`config.mk`:
```
export PLATFORM = sky130hd
export DESIGN_NAME = seq_calc_core
export DESIGN_NICKNAME = d
export VERILOG_FILES = /design/src/rtl/calc_pkg.sv /design/src/rtl/seq_muldiv.sv /design/src/rtl/seq_calc_core.sv
export SDC_FILE = /design/constraint.sdc
export NUM_CORES = 1
export LEC_CHECK = 0
export CORE_ASPECT_RATIO = 1.4
export CORE_MARGIN = 10
export CORE_UTILIZATION = 40
export CTS_BUF_LIST = sky130_fd_sc_hd__clkbuf_8 sky130_fd_sc_hd__clkbuf_16
export DETAILED_ROUTE_END_ITERATION = 7
export PLACE_DENSITY_LB_ADDON = 0.12
export SYNTH_ARGS = -nofsm -noshare
export SYNTH_HDL_FRONTEND = slang
export SYNTH_HIERARCHICAL = 1
export SYNTH_SLANG_ARGS = --single-unit
export TNS_END_PERCENT = 50
```
`constraint.sdc`:
```
create_clock -name CLOCK_50 -period 2.69 [get_ports CLOCK_50]
set_input_delay 0.538 -clock CLOCK_50 [delete_from_list [all_inputs] [get_ports CLOCK_50]]
set_output_delay 0.538 -clock CLOCK_50 [all_outputs]
set_load 0.02 [all_outputs]
```
`src/rtl/calc_pkg.sv`:
```
// Shared types for the sequential calculator: operators, FSM states and
// the request priority encoder.
package calc_pkg;

    typedef enum logic [2:0] {
        OP_LOAD,
        OP_ADD,
        OP_SUB,
        OP_MUL,
        OP_DIV
    } op_e;

    typedef enum logic [1:0] {
        ST_IDLE,
        ST_MUL_RUN,
        ST_DIV_RUN,
        ST_FIX
    } state_e;

    typedef enum logic [2:0] {
        REQ_NONE,
        REQ_CLEAR,
        REQ_EQUALS,
        REQ_ADD,
        REQ_SUB,
        REQ_MUL,
        REQ_DIV
    } req_e;

    localparam int unsigned NREQ      = 6;
    localparam int unsigned RB_CLEAR  = 0;
    localparam int unsigned RB_EQUALS = 1;
    localparam int unsigned RB_ADD    = 2;
    localparam int unsigned RB_SUB    = 3;
    localparam int unsigned RB_MUL    = 4;
    localparam int unsigned RB_DIV    = 5;

    // Highest-priority request edge wins; all others in the cycle are dropped.
    function automatic req_e prio_req(input logic [NREQ-1:0] e);
        if (e[RB_CLEAR])  return REQ_CLEAR;
        if (e[RB_EQUALS]) return REQ_EQUALS;
        if (e[RB_ADD])    return REQ_ADD;
        if (e[RB_SUB])    return REQ_SUB;
        if (e[RB_MUL])    return REQ_MUL;
        if (e[RB_DIV])    return REQ_DIV;
        return REQ_NONE;
    endfunction

    // Operator left pending after a request; equals returns to LOAD.
    function automatic op_e req_to_op(input req_e r);
        case (r)
            REQ_ADD: return OP_ADD;
            REQ_SUB: return OP_SUB;
            REQ_MUL: return OP_MUL;
            REQ_DIV: return OP_DIV;
            default: return OP_LOAD;
        endcase
    endfunction

endpackage

```
`src/rtl/seq_muldiv.sv`:
```
// Iterative sign-magnitude multiply (shift-add) and restoring divide with a
// final FIX cycle that applies the sign and range-checks the result.
module seq_muldiv
    import calc_pkg::*;
#(
    parameter int unsigned W = 11
) (
    input  logic         clk,
    input  logic         rst_n,
    input  logic         start_i,
    input  logic         abort_i,
    input  op_e          op_i,
    input  logic [W-1:0] a_i,
    input  logic [W-1:0] b_i,
    output logic         busy_o,
    output logic         done_c,
    output logic [W-1:0] q_c,
    output logic         ovf_c
);

    localparam int unsigned CW = $clog2(W + 1);
    localparam logic [2*W-1:0] MIN_MAG = (2*W)'(1) << (W - 1);

    state_e         state_q, state_d;
    logic           busy_q, busy_d;
    logic [CW-1:0]  cnt_q, cnt_d;
    logic [2*W-1:0] work_q, work_d;
    logic [W-1:0]   opnd_q, opnd_d;
    logic           neg_q, neg_d;
    logic           is_div_q, is_div_d;

    logic [W-1:0]   a_mag, b_mag;
    logic [W:0]     mul_sum, div_diff;
    logic [2*W-1:0] res_mag;
    logic           fits;

    assign a_mag = a_i[W-1] ? W'(-a_i) : a_i;
    assign b_mag = b_i[W-1] ? W'(-b_i) : b_i;

    // Upper half accumulates the multiplicand; for divide, {rem, quotient msb} minus divisor.
    assign mul_sum  = {1'b0, work_q[2*W-1:W]} + {1'b0, (work_q[0] ? opnd_q : W'(0))};
    assign div_diff = work_q[2*W-1:W-1] - {1'b0, opnd_q};

    assign res_mag = is_div_q ? {W'(0), work_q[W-1:0]} : work_q;
    assign fits    = (res_mag[2*W-1:W-1] == '0) || (neg_q && (res_mag == MIN_MAG));
    assign busy_o  = busy_q;

    always_ff @(posedge clk or negedge rst_n) begin
        if (!rst_n) begin
            state_q  <= ST_IDLE;
            busy_q   <= 1'b0;
            cnt_q    <= '0;
            work_q   <= '0;
            opnd_q   <= '0;
            neg_q    <= 1'b0;
            is_div_q <= 1'b0;
        end else begin
            state_q  <= state_d;
            busy_q   <= busy_d;
            cnt_q    <= cnt_d;
            work_q   <= work_d;
            opnd_q   <= opnd_d;
            neg_q    <= neg_d;
            is_div_q <= is_div_d;
        end
    end

    always_comb begin
        state_d  = state_q;
        busy_d   = busy_q;
        cnt_d    = cnt_q;
        work_d   = work_q;
        opnd_d   = opnd_q;
        neg_d    = neg_q;
        is_div_d = is_div_q;
        done_c   = 1'b0;
        q_c      = '0;
        ovf_c    = 1'b0;

        case (state_q)
            ST_IDLE: begin
                if (start_i) begin
                    neg_d    = a_i[W-1] ^ b_i[W-1];
                    cnt_d    = '0;
                    busy_d   = 1'b1;
                    is_div_d = (op_i == OP_DIV);
                    if (op_i == OP_DIV) begin
                        opnd_d  = b_mag;
                        work_d  = {W'(0), a_mag};
                        state_d = ST_DIV_RUN;
                    end else begin
                        opnd_d  = a_mag;
                        work_d  = {W'(0), b_mag};
                        state_d = ST_MUL_RUN;
                    end
                end
            end
            ST_MUL_RUN: begin
                work_d = {mul_sum, work_q[W-1:1]};
                cnt_d  = cnt_q + CW'(1);
                if (cnt_q == CW'(W - 1)) state_d = ST_FIX;
            end
            ST_DIV_RUN: begin
                work_d = div_diff[W] ? {work_q[2*W-2:0], 1'b0}
                                     : {div_diff[W-1:0], work_q[W-2:0], 1'b1};
                cnt_d  = cnt_q + CW'(1);
                if (cnt_q == CW'(W - 1)) state_d = ST_FIX;
            end
            ST_FIX: begin
                done_c  = 1'b1;
                ovf_c   = (is_div_q && (opnd_q == '0)) || !fits;
                q_c     = neg_q ? W'(-res_mag[W-1:0]) : res_mag[W-1:0];
                state_d = ST_IDLE;
                busy_d  = 1'b0;
            end
            default: state_d = ST_IDLE;
        endcase

        // Abort drops any in-flight operation without a completion.
        if (abort_i) begin
            state_d = ST_IDLE;
            busy_d  = 1'b0;
            done_c  = 1'b0;
        end
    end

endmodule

```
`src/rtl/seq_calc_core.sv`:
```
// Four-function calculator core: request edge detection and priority,
// signed accumulator with pending operator, sticky overflow.
module seq_calc_core
    import calc_pkg::*;
#(
    parameter int unsigned W = 11
) (
    input  logic                CLOCK_50,
    input  logic                RESET_N,
    input  logic                clear,
    input  logic                equals,
    input  logic                add,
    input  logic                sub,
    input  logic                mult,
    input  logic                div,
    input  logic signed [W-1:0] operand,
    output logic signed [W-1:0] result,
    output logic                overflow,
    output logic                busy,
    output logic                done
);

    logic [NREQ-1:0]     req_now, req_q, edges;
    req_e                kind;
    op_e                 nxt_op;
    logic signed [W-1:0] acc_q, acc_d;
    op_e                 pend_q, pend_d;
    op_e                 pend_nxt_q, pend_nxt_d;
    logic                ovf_q, ovf_d;
    logic                done_q, done_d;

    logic signed [W-1:0] sum_c, dif_c;
    logic                add_ovf_c, sub_ovf_c;
    logic                start_c, abort_c;
    logic                md_busy, md_done_c, md_ovf_c;
    logic [W-1:0]        md_q_c;

    assign req_now = {div, mult, sub, add, equals, clear};
    assign edges   = req_now & ~req_q;
    assign kind    = prio_req(edges);
    assign nxt_op  = req_to_op(kind);

    assign sum_c     = acc_q + operand;
    assign dif_c     = acc_q - operand;
    assign add_ovf_c = (acc_q[W-1] == operand[W-1]) && (sum_c[W-1] != acc_q[W-1]);
    assign sub_ovf_c = (acc_q[W-1] != operand[W-1]) && (dif_c[W-1] != acc_q[W-1]);

    assign result   = acc_q;
    assign overflow = ovf_q;
    assign busy     = md_busy;
    assign done     = done_q;

    seq_muldiv #(.W(W)) u_muldiv (
        .clk     (CLOCK_50),
        .rst_n   (RESET_N),
        .start_i (start_c),
        .abort_i (abort_c),
        .op_i    (pend_q),
        .a_i     (acc_q),
        .b_i     (operand),
        .busy_o  (md_busy),
        .done_c  (md_done_c),
        .q_c     (md_q_c),
        .ovf_c   (md_ovf_c)
    );

    always_ff @(posedge CLOCK_50 or negedge RESET_N) begin
        if (!RESET_N) begin
            req_q      <= '0;
            acc_q      <= '0;
            pend_q     <= OP_LOAD;
            pend_nxt_q <= OP_LOAD;
            ovf_q      <= 1'b0;
            done_q     <= 1'b0;
        end else begin
            req_q      <= req_now;
            acc_q      <= acc_d;
            pend_q     <= pend_d;
            pend_nxt_q <= pend_nxt_d;
            ovf_q      <= ovf_d;
            done_q     <= done_d;
        end
    end

    // Clear always wins; a finishing mul/div excludes new edges since busy is still high.
    always_comb begin
        acc_d      = acc_q;
        pend_d     = pend_q;
        pend_nxt_d = pend_nxt_q;
        ovf_d      = ovf_q;
        done_d     = 1'b0;
        start_c    = 1'b0;
        abort_c    = 1'b0;

        if (kind == REQ_CLEAR) begin
            acc_d   = '0;
            pend_d  = OP_LOAD;
            ovf_d   = 1'b0;
            abort_c = 1'b1;
        end else if (md_done_c) begin
            done_d = 1'b1;
            if (md_ovf_c) begin
                ovf_d  = 1'b1;
                pend_d = OP_LOAD;
            end else begin
                acc_d  = md_q_c;
                pend_d = pend_nxt_q;
            end
        end else if ((kind != REQ_NONE) && !md_busy && !ovf_q) begin
            case (pend_q)
                OP_LOAD: begin
                    acc_d  = operand;
                    pend_d = nxt_op;
                    done_d = 1'b1;
                end
                OP_ADD: begin
                    done_d = 1'b1;
                    if (add_ovf_c) begin
                        ovf_d  = 1'b1;
                        pend_d = OP_LOAD;
                    end else begin
                        acc_d  = sum_c;
                        pend_d = nxt_op;
                    end
                end
                OP_SUB: begin
                    done_d = 1'b1;
                    if (sub_ovf_c) begin
                        ovf_d  = 1'b1;
                        pend_d = OP_LOAD;
                    end else begin
                        acc_d  = dif_c;
                        pend_d = nxt_op;
                    end
                end
                default: begin
                    start_c    = 1'b1;
                    pend_nxt_d = nxt_op;
                end
            endcase
        end
    end

endmodule

```
# Yosys cells after proc, flatten, opt, wreduce, memory -nomap -nowiden
# Index checks and enable logic that the tools add are counted.
[word_totals] ff_bits=67
[classes] n_reduce_logical=33 n_eq_ne=26 mux=89 bitwise=6 add_sub_neg=8
[op_table] cell="11-bit two-way mux" count=13
[op_table] cell="22-bit two-way mux" count=3
[op_table] cell="22-bit case mux with 3 select lines" count=1
[op_table] cell="3-bit two-way mux" count=19
[op_table] cell="1-bit two-way mux" count=41
[op_table] cell="11-bit negator" count=3
[op_table] cell="11-bit case mux with 3 select lines" count=1
[op_table] cell="22-bit by 11-bit == test with 1-bit output, second input constant" count=1
[op_table] cell="4-bit inequality test, second input constant" count=4
[op_table] cell="11-bit by 11-bit adder with 12-bit output" count=1
[op_table] cell="3-bit == test, second input constant" count=4
[op_table] cell="12-bit logical NOT" count=1
[op_table] cell="3-bit case mux with 4 select lines" count=1
[op_table] cell="2-bit AND reduction" count=6
[op_table] cell="3-bit nonzero test" count=4
[op_table] cell="12-bit by 11-bit subtractor with 12-bit output" count=1
[op_table] cell="11-bit adder" count=1
[op_table] cell="11-bit logical NOT" count=1
[op_table] cell="11-bit subtractor" count=1
[op_table] cell="5-bit AND reduction" count=2
[op_table] cell="3-bit case mux with 3 select lines" count=1
[op_table] cell="2-bit two-way mux" count=4
[op_table] cell="4-bit case mux with 2 select lines" count=1
[op_table] cell="6-bit AND" count=1
[op_table] cell="29 further kinds" count=46

# Longest topological paths before layout
# Gate-level depths: netlist (run 1).
[depth] depth_word=33 depth_mapped=14 depth_no_buf=13

# Hierarchy
# Netlist (run 1), hierarchy kept.
[by_module_without_submodules] mod="seq_muldiv" seq_area_each_um2=1051.0 cells_each=511 instances=1 area_per_inst_um2=4005.1
[by_module_without_submodules] mod="seq_calc_core" seq_area_each_um2=625.6 cells_each=295 instances=1 area_per_inst_um2=2473.6

# Worst setup path after synthesis (run 1)
# Ideal clock, no wire load.
[synth_timing] path_kind="reg-to-reg" from="reg acc_q[0] (netlist: result[0])" to="reg acc_q[1] (netlist: result[1])" stages_incl_launch_ff=13 arrival_ns=2.768 setup_time_ns=0.125 path_buffers=1 slack_ns=-0.203 synth_period_minus_slack_ns=2.893 required_ns=2.565 cell_sequence="dfrtp_1 > inv_1 > ha_1 > inv_1 > fa_1 > a211oi_1 > o21bai_1 > o2111ai_1 > a31oi_1 > o2bb2ai_4 > a31o_1 > buf_6 > mux2_4"
[synth_between] elab_chain_cells=6
[synth_rtl] element="start: declaration" line_no="seq_calc_core.sv:26" text="logic signed [W-1:0] acc_q, acc_d;"
[synth_rtl] element="start signal: assignment" line_no="seq_calc_core.sv:70" text="acc_q <= '0;"
[synth_rtl] element="start signal: assignment" line_no="seq_calc_core.sv:77" text="acc_q <= acc_d;"
[synth_rtl] element="11-bit subtractor or 11-bit adder (tied branches)" line_no="seq_calc_core.sv:44, seq_calc_core.sv:43"
[synth_rtl] element="11-bit two-way mux (on tied branches)" line_no="seq_calc_core.sv:128, seq_calc_core.sv:118"
[synth_rtl] element="11-bit case mux with 3 select lines" line_no="seq_calc_core.sv:110" text="case (pend_q)"
[synth_rtl] element="11-bit two-way mux" line_no="seq_calc_core.sv:109" text="end else if ((kind != REQ_NONE) && !md_busy && !ovf_q) begin"
[synth_rtl] element="11-bit two-way mux" line_no="seq_calc_core.sv:100" text="end else if (md_done_c) begin"
[synth_rtl] element="11-bit two-way mux" line_no="seq_calc_core.sv:95" text="if (kind == REQ_CLEAR) begin"
# Several ways; a longest one is shown, not always the timed one. The select of a mux whose other input is x is not followed.
# A chain may end at the register's enable or synchronous reset.

# Final worst setup path (run 1)
[layout_timing] from="in operand[5]" to="reg acc_q[2] (netlist: result[2])"
[layout_between] elab_chain_cells=5
[layout_rtl] element="start: declaration" line_no="seq_calc_core.sv:16" text="input logic signed [W-1:0] operand,"
[layout_rtl] element="11-bit subtractor or 11-bit adder (tied branches)" line_no="seq_calc_core.sv:44, seq_calc_core.sv:43"
[layout_rtl] element="1-bit inequality test (on tied branches)" line_no="seq_calc_core.sv:46, seq_calc_core.sv:45"
[layout_rtl] element="1-bit logical AND (on tied branches)" line_no="seq_calc_core.sv:46, seq_calc_core.sv:45"
[layout_rtl] element="4-bit inequality test (no line)"
[layout_rtl] element="5-bit AND reduction (no line) *"
# Every way passes the cells marked *; elsewhere a longest branch is shown, timed or not.

==> results.json, run 1 <==
{
  "status": "finished, violations left",
  "failed_checks": "setup timing",
  "ir_worst_vdd_mv": 0.961,
  "synth_area_per_cell_um2": 8.04,
  "ys_warn_count": 6,
  "synthTopCellsByCount": "76 x nor2_1, 73 x o21ai_0, 67 x dfrtp_1",
  "internal-power_mw": 6.22,
  "routed_wl_um": 21600,
  "ys_seq_elements": 67,
  "clockBufferDepth": 2,
  "cts_sinks": 67,
  "nNetsFinal": 1019,
  "antenna_found_initial": 0,
  "cp_top_family": "compound AO/OA/AOI/OAI gates",
  "dr_total_vias": 6498,
  "route.detailed.drc": 0,
  "worstReg2RegStart": "result[0]$_DFFE_PN0P_",
  "cts_tree": "built",
  "yosys-top-cells-area": "dfrtp_1 26%, ha_1 9.8%, o21ai_0 5.6%",
  "rows": 55,
  "netlist_instances": 806,
  "drv_slew": 0,
  "crit_chain": "clkdlybuf4s50_1 -> inv_2 -> ha_4 -> o21ba_4 -> or3_4 -> a311o_2 -> o2bb2ai_4 -> a31o_4 -> buf_6 -> buf_12 -> mux2_4",
  "swShare_pct": 46.2,
  "grt_pass1_vias": 6874,
  "finalHoldViolCount": 0,
  "critical_path_class": "input pin to flop",
  "clk_pin_slew_ns": 0.06,
  "critPathMaxFanout": 5,
  "critPathLaunchType": "input pin",
  "min_path_type": "input pin to async pin",
  "wl_per_cell_um": 18.8,
  "ios": 33,
  "cp.required_ns": 2.90,
  "cap_violations": 0,
  "critPathMaxStageDelay_ns": 0.49,
  "cts_root_buf": "clkbuf_16",
  "rr_endpoint": "result[2]$_DFFE_PN0P_",
  "synth_top_area_share_pct": 25.9,
  "grt_setup_unrepaired": "true",
  "synthArstFlopShare_pct": 100,
  "combPwrFrac_pct": 73.3,
  "cts_max_level": 3,
  "min_period_over_period_pct": 106,
  "drt-vias-per-instance": 5.66,
  "gp_congestion": 0.908,
  "synth_ff_type": "dfrtp_1",
  "final_util_pct": 53.7,
  "fin_skew_ns": 0.00733,
  "p_per_area_nw_per_um2": 1340,
  "postCtsHoldBufs": 0,
  "cp_num_buf_inv": 4,
  "synth_area_um2": 6480,
  "seqPwrFrac_pct": 16.3,
  "area.sequential_um2": 1680,
  "setup_violations": 8,
  "drive_gt1_share_pct": 24.3,
  "worst_path_max_delay_cell": "clkdlybuf4s50_1",
  "initial_core_util_pct": 40.4,
  "ant_nets": 0,
  "holdWs_ns": 0.282,
  "r2r_slack_ns": -0.15,
  "period_minus_slack_ns": 2.84,
  "leakage_nw": 3.87,
  "syn2layout_area_growth_pct": 32.8,
  "power.switching_mw": 5.35,
  "first_pass_iters": 5,
  "io_buffers": 32,
  "die_h_um": 171,
  "ys_seq_area_share_pct": 25.9,
  "fillers": 1487,
  "numCtsBuffers": 9,
  "drt_iter0_drc": 341,
  "yosysTopAreaCell": "dfrtp_1",
  "clk_latency_ns": 0.33,
  "synth_enable_flop_cells": 0,
  "grtUsageTotal_pct": 19.7,
  "fmax_mhz": 352,
  "die_x_um": 128,
  "n_antenna_cell": 0,
  "grt_max_degree": 30,
  "multi_input_area_um2": 4740,
  "grt_pass1_wl_um": 35000,
  "arrival_ns": 3.05,
  "hpwlAfterDp_um": 17000,
  "ys_types": 69,
  "overflow": 0,
  "worstSetupEndpointType": "flop",
  "syn_nets": 880,
  "dieArea_um2": 21800,
  "worstMarginPinSlew_ns": 0.778,
  "rr_worst_depth": 13,
  "core-area_um2": 16000,
  "relSlewSlack_pct": 48.1,
  "yosys.cell_count.top_type": "nor2_1",
  "setup_ws_ns": -0.148,
  "clock_power_share_pct": 10.5
}
worst reg2reg max path, stage by stage, from the launching register on:
cell,delay (ns)
dfrtp_2,0.42
buf_6,0.13
ha_4,0.15
inv_2,0.05
fa_2,0.21
o21ba_4,0.15
nor4_4,0.04
or3_4,0.37
a311o_2,0.35
o2bb2ai_4,0.13
a31o_4,0.19
buf_6,0.11
buf_12,0.11
mux2_4,0.30
placed cells by master, fill, tap and decap left out, drive strengths merged, types with 14 or more instances in the layout:
| cell type | instances |
|---|---|
| nor2 | 76 |
| a21oi | 58 |
| dfrtp | 67 |
| xnor2 | 33 |
| clkdlybuf4s50 | 23 |
| inv | 49 |
| a22oi | 18 |
| and2 | 16 |
| ha | 51 |
| mux2i | 21 |
| o21ai | 75 |
| xor2 | 15 |
| mux2 | 15 |
| nor2b | 14 |
| buf | 140 |
| nand2b | 16 |
| nand2 | 66 |
per-stage QoR:
| step | power (mW) | cell area [µm²] | TNS (ns) | worst slack (ns) | cells |
|---|---|---|---|---|---|
| final | 11.6 | 8600 | -0.895 | -0.148 | 1149 |
| after global routing | 12.5 | 8600 | -1.68 | -0.217 | 1149 |
| after CTS | 11.5 | 8520 | -1.81 | -0.199 | 1147 |
| after detailed placement | 9.73 | 7940 | -17.20 | -0.886 | 1118 |
| after global placement | 9.58 | 7940 | -15.43 | -0.814 | 1118 |
| after floorplan | 6.85 | 6580 | -0.616 | -0.0647 | 806 |
sequential cells by signal, summed over array words and instances, names as in the netlist:
| name | flops |
|---|---|
| u_muldiv/neg_q | 1 |
| pend_q | 3 |
| overflow | 1 |
| u_muldiv/busy_o | 1 |
| pend_nxt_q | 3 |
| u_muldiv/cnt_q | 4 |
| u_muldiv/is_div_q | 1 |
| u_muldiv/state_q | 2 |
| u_muldiv/opnd_q | 11 |
| req_q | 6 |
| u_muldiv/work_q | 22 |
| result | 11 |
| done | 1 |
repair_timing:
action	in CTS	in global routing
cloned	1	0
buffers inserted	12	5
endpoints found under the hold margin	0	0
pin swaps	17	18
setup endpoints to repair	15	25
resized for setup	37	22
layer usage:
metal / part of all wire [%] / GRT usage, % / vias to the layer above
li1: - / - / 3180
met1: 39 / 20.1 / 3143
met2: 55 / 38.1 / 130
met3: 2.3 / 2.38 / 45
met4: 4.2 / 9.78 / 0
met5: 0 / 0 / -
kinds of logic (layout without fill, tap and decap cells):
kind of cell,after synthesis,in the layout,share of synthesized area [%]
buffers and inverters,92,236,5.74
muxes,36,36,6.26
adders and majority gates,55,55,11.1
DFF,67,67,25.9
xor gates and xnor gates,48,48,6.49
and+or+nand+nor,254,254,19.0
AOI/OAI and AO/OA,254,254,25.6
how the worst max path moves through the flow:
stage	startpoint	to	cells after the start
finish	operand[5]	result[2]$_DFFE_PN0P_	11
detailed placement	operand[0]	result[2]$_DFFE_PN0P_	12
global placement	operand[0]	result[2]$_DFFE_PN0P_	12
floorplan	operand[0]	result[2]$_DFFE_PN0P_	11
global route	result[0]$_DFFE_PN0P_	result[7]$_DFFE_PN0P_	14
CTS	result[0]$_DFFE_PN0P_	result[2]$_DFFE_PN0P_	13
area by class of cell:
| class | instances | area share, % |
|---|---|---|
| clock buffers | 11 | 2.94 |
| well taps | 199 | 2.89 |
| clock inverters | 5 | 0.611 |
| multi-input cells | 647 | 55.1 |
| repair buffers | 171 | 16.8 |
| flip-flops and latches | 67 | 19.5 |
| inverters | 49 | 2.14 |
power groups by stage:
stage | combinational [mW] | clock [mW] | sequential [mW]
CTS | 8.35 | 1.24 | 1.88
finish | 8.48 | 1.21 | 1.88
floorplan | 4.92 | 0 | 1.93
global route | 9.26 | 1.28 | 1.94
detailed placement | 7.85 | 0 | 1.88
global placement | 7.71 | 0 | 1.87
Note: power is estimated with default switching activity, not from simulation.
==> run 2: changes to the inputs <==
CTS_CLUSTER_SIZE = 20   (was unset)
==> results of run 2 <==
The final DEF is identical to that of run 1; final timing and power are the same.
